===== config.mk =====
export PLATFORM = sky130hd
export DESIGN_NAME = aibndaux_mstr_detect_ctrl
export DESIGN_NICKNAME = d
export VERILOG_FILES = /design/src/rtl/aibndaux_mstr_detect_ctrl.sv
export SDC_FILE = /design/constraint.sdc
export NUM_CORES = 1
export LEC_CHECK = 0
export BUFFER_PORTS_ARGS = -buffer_cell sky130_fd_sc_hd__buf_2
export CAP_MARGIN = 20
export CORE_UTILIZATION = 45
export DETAILED_ROUTE_END_ITERATION = 6
export PLACE_DENSITY = 0.74
export RECOVER_POWER = 100
export SLEW_MARGIN = 25
export SYNTH_ARGS = -nofsm -noshare
export SYNTH_HDL_FRONTEND = slang
export SYNTH_SLANG_ARGS = --single-unit

===== constraint.sdc =====
create_clock -name osc_clk -period 4.1 [get_ports osc_clk]
set_input_delay 0.41 -clock osc_clk [delete_from_list [all_inputs] [get_ports osc_clk]]
set_output_delay 0.41 -clock osc_clk [all_outputs]
set_load 0.1 [all_outputs]

===== src/rtl/aibndaux_mstr_detect_ctrl.sv =====
// Master-side aux sequencer: drives device_detect and its TX enable, debounces the
// slave's por level and reports readiness, por re-assertion events and a link timeout.
module aibndaux_mstr_detect_ctrl #(
  parameter int TXEN_LEAD  = 2,
  parameter int DEB_CYCLES = 16,
  parameter int DEB_W      = 8,
  parameter int TMO_CYCLES = 50000,
  parameter int TMO_W      = 16
) (
  input  logic       osc_clk,
  input  logic       dig_rstb,
  input  logic       i_en,
  input  logic       i_por_async,
  output logic       o_device_detect,
  output logic       o_detect_txen,
  output logic       o_remote_ready,
  output logic       o_por_event,
  output logic       o_timeout,
  output logic [2:0] o_state,
  output logic [7:0] o_por_event_cnt
);

  typedef enum logic [2:0] {
    IDLE     = 3'd0,
    TXEN     = 3'd1,
    WAIT_REL = 3'd2,
    READY    = 3'd3,
    TIMEOUT  = 3'd4
  } state_t;

  localparam int                LEAD_W    = (TXEN_LEAD > 1) ? $clog2(TXEN_LEAD) : 1;
  localparam logic [LEAD_W-1:0] LEAD_LAST = LEAD_W'(TXEN_LEAD - 1);
  localparam logic [DEB_W-1:0]  DEB_LAST  = DEB_W'(DEB_CYCLES - 1);
  localparam logic [TMO_W-1:0]  TMO_LAST  = TMO_W'(TMO_CYCLES - 1);
  localparam logic [7:0]        CNT_MAX   = 8'hFF;

  state_t            state;
  logic              por_meta;
  logic              por_sync;
  logic [LEAD_W-1:0] lead_cnt;
  logic [DEB_W-1:0]  deb_cnt;
  logic [TMO_W-1:0]  tmo_cnt;
  logic              deb_target;
  logic              deb_match;
  logic              deb_accept;
  logic [DEB_W-1:0]  deb_next;

  assign o_state = state;

  // Two-flop synchronizer; reset value 1 means the remote is assumed held in reset.
  always_ff @(posedge osc_clk) begin
    if (!dig_rstb) begin
      por_meta <= 1'b1;
      por_sync <= 1'b1;
    end else begin
      por_meta <= i_por_async;
      por_sync <= por_meta;
    end
  end

  // Debounce compare: release (0) is awaited in WAIT_REL, re-assertion (1) in READY.
  always_comb begin
    deb_target = 1'b0;
    if (state == READY) begin
      deb_target = 1'b1;
    end else begin
      deb_target = 1'b0;
    end
    deb_match  = (por_sync == deb_target);
    deb_accept = deb_match && (deb_cnt == DEB_LAST);
    if (deb_match) begin
      deb_next = deb_cnt + DEB_W'(1);
    end else begin
      deb_next = {DEB_W{1'b0}};
    end
  end

  // Sequencer FSM with registered pad controls, status flags and event counter.
  always_ff @(posedge osc_clk) begin
    if (!dig_rstb) begin
      state           <= IDLE;
      lead_cnt        <= {LEAD_W{1'b0}};
      deb_cnt         <= {DEB_W{1'b0}};
      tmo_cnt         <= {TMO_W{1'b0}};
      o_device_detect <= 1'b0;
      o_detect_txen   <= 1'b0;
      o_remote_ready  <= 1'b0;
      o_por_event     <= 1'b0;
      o_timeout       <= 1'b0;
      o_por_event_cnt <= 8'd0;
    end else begin
      o_por_event <= 1'b0;
      if (!i_en) begin
        // Data and driver enable drop together; the event count survives a disable.
        state           <= IDLE;
        lead_cnt        <= {LEAD_W{1'b0}};
        deb_cnt         <= {DEB_W{1'b0}};
        tmo_cnt         <= {TMO_W{1'b0}};
        o_device_detect <= 1'b0;
        o_detect_txen   <= 1'b0;
        o_remote_ready  <= 1'b0;
        o_timeout       <= 1'b0;
      end else begin
        case (state)
          IDLE: begin
            state           <= TXEN;
            lead_cnt        <= {LEAD_W{1'b0}};
            deb_cnt         <= {DEB_W{1'b0}};
            tmo_cnt         <= {TMO_W{1'b0}};
            o_detect_txen   <= 1'b1;
            o_device_detect <= 1'b0;
            o_remote_ready  <= 1'b0;
            o_timeout       <= 1'b0;
          end
          TXEN: begin
            if (lead_cnt == LEAD_LAST) begin
              state           <= WAIT_REL;
              lead_cnt        <= {LEAD_W{1'b0}};
              o_device_detect <= 1'b1;
            end else begin
              lead_cnt <= lead_cnt + LEAD_W'(1);
            end
          end
          WAIT_REL: begin
            // A release completing on the timeout edge still wins.
            if (deb_accept) begin
              state          <= READY;
              deb_cnt        <= {DEB_W{1'b0}};
              tmo_cnt        <= {TMO_W{1'b0}};
              o_remote_ready <= 1'b1;
            end else if (tmo_cnt == TMO_LAST) begin
              state     <= TIMEOUT;
              deb_cnt   <= {DEB_W{1'b0}};
              tmo_cnt   <= {TMO_W{1'b0}};
              o_timeout <= 1'b1;
            end else begin
              deb_cnt <= deb_next;
              tmo_cnt <= tmo_cnt + TMO_W'(1);
            end
          end
          READY: begin
            if (deb_accept) begin
              state          <= WAIT_REL;
              deb_cnt        <= {DEB_W{1'b0}};
              tmo_cnt        <= {TMO_W{1'b0}};
              o_remote_ready <= 1'b0;
              o_por_event    <= 1'b1;
              if (o_por_event_cnt != CNT_MAX) begin
                o_por_event_cnt <= o_por_event_cnt + 8'd1;
              end else begin
                o_por_event_cnt <= CNT_MAX;
              end
            end else begin
              deb_cnt <= deb_next;
            end
          end
          TIMEOUT: begin
            deb_cnt <= {DEB_W{1'b0}};
            tmo_cnt <= {TMO_W{1'b0}};
          end
          default: begin
            state           <= IDLE;
            lead_cnt        <= {LEAD_W{1'b0}};
            deb_cnt         <= {DEB_W{1'b0}};
            tmo_cnt         <= {TMO_W{1'b0}};
            o_device_detect <= 1'b0;
            o_detect_txen   <= 1'b0;
            o_remote_ready  <= 1'b0;
            o_timeout       <= 1'b0;
          end
        endcase
      end
    end
  end

endmodule


## Yosys cells after proc, flatten, opt, wreduce, memory -nomap -nowiden

Index checks and enable logic that the tools add are counted.

| word-level totals | value |
|---|---|
| input bits | 4 |
| output and inout bits | 16 |
| register bits after elaboration | 43 |
| logic and storage cells | 77 |

| operators by class | value |
|---|---|
| add/subtract/negate cells | 4 |
| multiplexer cells | 28 |
| equality and inequality tests | 14 |
| bitwise operators | 5 |
| reductions and logical operators | 14 |

Operators by type and width:

| kind | count |
|---|---|
| $mux 16 | 3 |
| $pmux 16 s3 | 1 |
| $mux 8 | 5 |
| $pmux 8 s3 | 1 |
| $add 16x1->16 const B | 1 |
| $add 8x1->8 const B | 2 |
| $eq 16x16->1 const B | 1 |
| $pmux 3 s5 | 1 |
| $mux 3 | 4 |
| $reduce_and 3->1 | 4 |
| $ne 2x2->1 const B | 5 |
| $eq 8x4->1 const B | 1 |
| $mux 1 | 8 |
| $ne 8x8->1 const B | 1 |
| $pmux 1 s2 | 4 |
| $eq 3x2->1 const B | 2 |
| $reduce_and 2->1 | 3 |
| $reduce_or 3->1 | 2 |
| $not 1->1 | 5 |
| $reduce_and 4->1 | 1 |
| $reduce_or 4->1 | 1 |
| $eq 3x1->1 const B | 1 |
| $eq 3x3->1 const B | 1 |
| $logic_not 3->1 | 1 |
| 6 further kinds | 6 |

## Longest topological paths before layout

Gate-level depths: netlist of run 1.

| logic depth | value |
|---|---|
| depth after elaboration | 7 |
| gate-level depth with buffers | 8 |
| mapped depth without buffers | 6 |

## Worst setup path after synthesis of run 1

Ideal clock, no wire load.

| timing | value |
|---|---|
| path kind | reg2reg |
| start | register state[0] (netlist: o_state[0]) |
| end | register tmo_cnt[12] |
| setup slack | 1,792 ps |
| cell stages (with the launch flop) | 7 |
| setup time | 115 ps |
| period minus slack after synthesis | 2,308 ps |
| required time | 3,985 ps |
| path buffers | 1 |
| arrival | 2,193 ps |
| cell sequence | dfxtp_1 > nand2b_1 > a41oi_4 > buf_2 > nor4_1 > xnor2_1 > nor2_2 |

| on the way | value |
|---|---|
| longest elaborated chain between the ends | 6 |
| elaborated cells on any way between the ends | 11 |
| those cells by class | eq/ne (5); mux (3); bitwise (1); reduce/logical (2) |

RTL lines:

| item | RTL line | text |
|---|---|---|
| start, declared | 37 | `state_t state;` |
| start signal, assigned | 81 | `state <= IDLE;` |
| start signal, assigned | 95 | `state <= IDLE;` |
| start signal, assigned | 106 | `state <= TXEN;` |
| $eq 3x2->1 | 64, 104 |  |
| $mux 1 | 64 | `if (state == READY) begin` |
| $eq 1x1->1 | 69 | `deb_match = (por_sync == deb_target);` |
| $logic_and 1x1->1 | 70 | `deb_accept = deb_match && (deb_cnt == DEB_LAST);` |
| $mux 16 or $ne 2x2->1 (tied branches) | -- |  |
| $pmux 16 s3 or $reduce_and 2->1 (tied branches) | -- |  |
| end signal, assigned | 109 | `tmo_cnt <= {TMO_W{1'b0}};` |
| end signal, assigned | 129 | `tmo_cnt <= {TMO_W{1'b0}};` |
| end signal, assigned | 134 | `tmo_cnt <= {TMO_W{1'b0}};` |
| end, declared | 42 | `logic [TMO_W-1:0] tmo_cnt;` |

Several ways; a longest one is shown, not always the timed one.
A chain may end at the register's enable or synchronous reset.

## Worst setup path in the final report of run 1

| timing | value |
|---|---|
| start | register deb_cnt[0] |
| end | register tmo_cnt[15] |

| on the way | value |
|---|---|
| longest elaborated chain between the ends | 4 |
| elaborated cells on any way between the ends | 6 |
| those cells by class | eq/ne (2); mux (2); reduce/logical (2) |

RTL lines:

| item | RTL line | text |
|---|---|---|
| start, declared | 41 | `logic [DEB_W-1:0] deb_cnt;` |
| start signal, assigned | 83 | `deb_cnt <= {DEB_W{1'b0}};` |
| start signal, assigned | 97 | `deb_cnt <= {DEB_W{1'b0}};` |
| start signal, assigned | 108 | `deb_cnt <= {DEB_W{1'b0}};` |
| $eq 8x4->1 (*) | 70 |  |
| $logic_and 1x1->1 (*) | 70 |  |
| $mux 16 or $ne 2x2->1 (tied branches) | -- |  |
| $pmux 16 s3 or $reduce_and 2->1 (tied branches) | -- |  |

Every way passes the cells marked *; elsewhere a longest branch is shown, timed or not.

==> results of run 1 <==
[Yosys cell counts (all sizes together), types with 3 or more instances]
cell type,n
nand4,3
inv,8
nor2,29
o211ai,3
nor4,6
a311oi,3
nand2b,7
xnor2,14
nand2,24
and3,6
nor2b,3
mux2i,3
buf,4
a31oi,11
a21oi,12
nand3,8
o21ai,4
a211oi,3
ha,3
dfxtp,43
or3,3
nor3,9
a22o,3
clkbuf,6
nand3b,4
[kinds of logic after synthesis]
| group | share of synthesized area, % |
|---|---|
| AO/OA/AOI/OAI | 18.3 |
| XOR/XNOR | 6.31 |
| adder cells (fa/ha/maj) | 1.69 |
| buffers and inverters | 4.00 |
| flip-flops | 38.8 |
| multiplexers | 1.86 |
| AND/OR/NAND/NOR | 29.1 |
[final timing paths]
check	startpoint	end	slack, ns	cells after the start
setup / recovery	deb_cnt[0]$_SDFFE_PN0P_	tmo_cnt[15]$_SDFFE_PN0P_	1.30	6
hold / removal	i_por_async	por_meta$_SDFF_PN1_	0.29	2
setup reg to reg	deb_cnt[0]$_SDFFE_PN0P_	tmo_cnt[15]$_SDFFE_PN0P_	1.30	6
hold reg to reg	por_meta$_SDFF_PN1_	por_sync$_SDFF_PN1_	0.42	1
[final cells by class]
class	count	area (sq um)	area share (%)
clock inverter	2	12.5	0.526
tap	67	83.8	3.52
clock buffer	6	72.6	3.05
sequential	43	861	36.2
timing repair buffer	19	73.8	3.10
multi-input combinational	187	1250	52.4
inverter	8	30.0	1.26
[flip-flops by register name (all words and copies together), names as in the netlist]
signal           count
tmo_cnt             16
deb_cnt              8
o_por_event_cnt      8
o_state              3
lead_cnt             1
o_detect_txen        1
o_device_detect      1
o_por_event          1
o_remote_ready       1
o_timeout            1
por_meta             1
por_sync             1
[cell usage in the layout (no fill, tap or decap), drive strengths merged, types with 3 or more instances in the layout]
master	count
a211oi	3
nand4	3
a22o	3
mux2i	3
or3	3
nand2b	7
dfxtp	43
a21oi	12
nand3	8
a31oi	11
and3	6
ha	3
xnor2	14
nand2	24
clkbuf	23
a311oi	3
o21ai	4
nor2b	3
nand3b	4
nor3	9
inv	8
o211ai	3
nor4	6
nor2	29
[per-layer routing]
layer  share of wire (%)  up-vias  wire length [um]  track usage [%]
met5                   0        -                 0                0
met2                  46       29              1920             26.5
met4                0.93        0                39             4.79
met1                  50      828              2080             24.1
li1                    -      932                 -                -
met3                 3.4        6               142             4.44
[power by group through the flow]
stage,sequential [uW],clock (uW),combinational (uW)
floorplan,441,0,21.8
global placement,435,0,34.2
detailed placement,435,0,34.4
CTS,425,265,34.7
global route,426,284,36.9
finish,425,261,33.7
[critical path, delay by kind of cell (launching register included)]
kind | cells | cell delay [ns]
DFF | 1 | 0.34
xor gates and xnor gates | 1 | 0.28
adders and majority gates | 1 | 0.22
AOI/OAI and AO/OA | 1 | 1.29
and+or+nand+nor | 3 | 0.55
[per-stage QoR]
step | instances | util [%] | hold WS, ns
CTS | 332 | 51.3 | 0.287
floorplan | 248 | - | 0.386
detailed placement | 324 | 49.5 | 0.404
global placement | 324 | 49.5 | 0.401
global route | 332 | 50.4 | 0.291
finish | 332 | 50.4 | 0.291
==> metrics.cfg, run 1 <==
[finish]
area_growth_pct=7.22
nFillCells=471
n_antenna_cell=0
drive_gt1_share_pct=10.6
design_area_sq_um=2380
layout.nets=271

[global_route]
grt_pass1_wl_um=7200
overflow=0
grt_pass1_vias=1596
antenna_found_initial=0
grt_max_degree=19
grt_use_total_pct=17.3

[logic_synthesis]
netlist_area_sq_um=2220
async_flop_share_pct=0
yosys.area.top_type=dfxtp_1
synthCells=248
yosys_warnings=0
synth_edf_count=0
synth-seq-cells=43
synthTopCellsByArea=dfxtp_1 (39%), xnor2_1 (5.5%), nand2_1 (4.1%)
ys_seq_area_share_pct=38.8
ys.flop_type=dfxtp_1
yosysUniqueCellTypes=53
syn-mean-instance-area_sq_um=8.95
synth_nets=255
netlist.area_leader.share_pct=38.8

[clocking]
cts_buffers=5
cts_resized=0
hold_buffers=0
cts_tree=built
clk_pin_slew_ns=0.08
cts-root-buf=clkbuf_8
h-tree-depth=2
cts_buffer_depth=2
cts_sinks=43
post-cts-setup-buffer-count=0
worstSkewPairLatency_ns=0.29

[pwr]
p_sw_share_pct=23.9
power_frac_comb_pct=4.7
power_frac_seq_pct=59.0
power_leakage_uw=0.000750
p_total_uw=719
p_per_area_nw_per_um2=302
max-vdd-ir-drop_mv=0.157
switching_power_uw=172
clock_power_share_pct=36.3
internal_power_uw=547

[timing]
worstMarginPinSlew_ns=1.59
period_minus_slack_ns=2.80
max-slew-margin-rel_pct=-7.66
period_share_pct=68.2
setup_ws_ns=1.30
setup_violations=0
maxSlewViolCount=18
rsz0062_at_grt=false
finalClockSkew_ns=0.00828
hold_violations=0
fin_setup_tns_ns=0
fmax_mhz=358

[route]
drt_iter0_drc=82
drt-pass1-iter-count=4
routedWlPerCell_um=12.6
num_vias=1795
drc=0
postRouteAntennaNets=0
wirelength_um=4180
vias_per_cell=5.41

[setup_path]
cp-end-kind=flip-flop
arrival_ns=2.97
slowest_delay_ns=1.29
path_cells=ha_1, and3_1, a41oi_1, nor4_1, xnor2_1, nor2_2
slowest_stage=a41oi_1
worst-path-max-fanout=17
startpoint_type=flip-flop
cp.required_ns=4.28
critical_path_class=flip-flop to flip-flop

[die]
die_area_sq_um=5220
dieHeight_um=72.2
row_count=25
ios=20
coreArea_sq_um=4720
die_w_um=72.2
floorplan.initialDensity_pct=47.0

[place]
routabilityCongestion=0.756
place_area_sq_um=2340
dp_hpwl_um=2860
place_ws_ns=1.66
numPortBuffers=19

[status]
violations=capacitance limit, slew limit
status=complete, but fails checks

[hold_path]
hold_path.class=input pin to flip-flop

[flow_run]
max_cap_viol_count=1

(Power assumes the default switching activity.)
==> inputs of run 2 (changes only) <==
Settings changed: PLACE_DENSITY 0.74 to 0.77.
Clock period 4.1 ns to 2.2 ns, I/O delays scaled along.
==> run 2 against run 1 <==
Effect of this change: setup slack worse by 1.2 ns; core utilization up 2.6 points; maximum frequency up 34%; count of clock-buffer cells in the layout down 1; first-iteration DRC count up 18%; the flow now finishes without violations; largest cell class unchanged.
==> metrics.cfg, run 2 (synthesized netlist as in run 1, its figures left out) <==
[place]
dp_hpwl_um=3030
numPortBuffers=19
routabilityCongestion=0.844
place_ws_ns=-0.115
place_area_sq_um=2430

[timing]
setup_violations=0
fmax_mhz=479
hold_violations=0
max-slew-margin-rel_pct=22.5
rsz0062_at_grt=false
worstMarginPinSlew_ns=1.17
finalClockSkew_ns=0.00596
maxSlewViolCount=0
fin_setup_tns_ns=0
setup_ws_ns=0.114
period_share_pct=94.8
period_minus_slack_ns=2.09

[die]
ios=20
row_count=25
die_w_um=72.2
die_area_sq_um=5220
coreArea_sq_um=4720
dieHeight_um=72.2
floorplan.initialDensity_pct=47.0

[finish]
largest_reg_flops=16
design_area_sq_um=2500
area_growth_pct=12.7
drive_gt1_share_pct=13.5
layout.nets=281
layout_commonest_cell=dfxtp_1
top_register=tmo_cnt
largestRegisters=tmo_cnt x16, deb_cnt x8, o_por_event_cnt x8
n_antenna_cell=0
final_cell_mix=dfxtp_1 (42), nor2_1 (26), nand2_1 (24)

[route]
routedWlPerCell_um=12.4
top_layer_used=met4
vias_per_cell=5.36
num_vias=1834
wirelength_um=4250
wl_met2_um=1900
drt-pass1-iter-count=4
met1_length_um=2160
drc=0
postRouteAntennaNets=0
drt_iter0_drc=97
dr_wl_met3_um=166

[pwr]
p_per_area_nw_per_um2=592
max-vdd-ir-drop_mv=0.529
power_leakage_uw=0.000824

[setup_path]
path_cells=or4b_1, o41ai_2, a2111oi_4, mux2_2
startpoint_type=flip-flop
arrival_ns=2.28
slowest_stage=or4b_1
cp.required_ns=2.39
critical_path_class=flip-flop to flip-flop
slowest_delay_ns=0.62
worst-path-max-fanout=12
cp-end-kind=flip-flop

[clocking]
cts_tree=built
cts_buffer_depth=2
h-tree-depth=2
clk_pin_slew_ns=0.09
cts_buffers=5
worstSkewPairLatency_ns=0.29
cts_sinks=43
post-cts-setup-buffer-count=0
cts-root-buf=clkbuf_8

[hold_path]
hold_path.class=input pin to flip-flop

[flow_run]
max_cap_viol_count=0

[global_route]
overflow=0
grt_use_total_pct=17.9
grt_max_degree=18
grt_pass1_wl_um=7380
antenna_found_initial=0
grt_pass1_vias=1602

[status]
status=complete, no violations

[run 2: through the flow]
stage	util (%)	power, uW	hold WS (ns)	std cells
2_1_floorplan	-	863	0.321	248
3_3_place_gp	51.4	881	0.399	334
3_5_place_dp	51.4	881	0.399	334
4_1_cts	54.1	1500	0.0934	342
5_1_grt	53.0	1530	0.0933	342
6_report	53.0	1480	0.103	342
[run 2: cell type report]
cell class | instances | area, sq um
clock buffer | 5 | 68.8
sequential | 43 | 862
inverter | 8 | 30.0
multi-input combinational | 187 | 1260
tap | 67 | 83.8
clock inverter | 3 | 43.8
timing repair buffer | 29 | 151
fill | 457 | 2220
[run 2: final timing paths]
path | from | endpoint | slack, ns | cells past startpoint
max reg2reg | tmo_cnt[4]$_SDFFE_PN0P_ | deb_cnt[0]$_SDFFE_PN0P_ | 0.11 | 4
min reg2reg | por_meta$_SDFF_PN1_ | por_sync$_SDFF_PN1_ | 0.42 | 1
max | tmo_cnt[4]$_SDFFE_PN0P_ | deb_cnt[0]$_SDFFE_PN0P_ | 0.11 | 4
min | i_por_async | por_meta$_SDFF_PN1_ | 0.10 | 2
[run 2: worst max-delay path, delay by kind of cell (launching register included)]
family	cells	cell delay [ns]
multiplexers	1	0.30
AO/OA/AOI/OAI	2	0.72
flip-flops	1	0.33
AND/OR/NAND/NOR	1	0.62
[run 2: what timing repair did]
| item | 4_1_cts | 5_1_grt |
|---|---|---|
| resized for setup | 1 | 0 |
| hold buffers | 0 | 0 |
| hold endpoints to repair | 0 | 0 |
| endpoints found under the setup margin | 5 | 0 |
[run 2: layer usage]
| metal | track usage [%] | up-vias |
|---|---|---|
| met5 | 0 | - |
| met4 | 5.23 | 0 |
| met3 | 5.00 | 2 |
| met2 | 27.3 | 34 |
| met1 | 24.6 | 849 |
| li1 | - | 949 |
[run 2: power by group]
group	total, uW	internal (uW)	switching [uW]
logic	72.0	20.2	51.8
clock network	620	338	282
registers	789	782	6.61
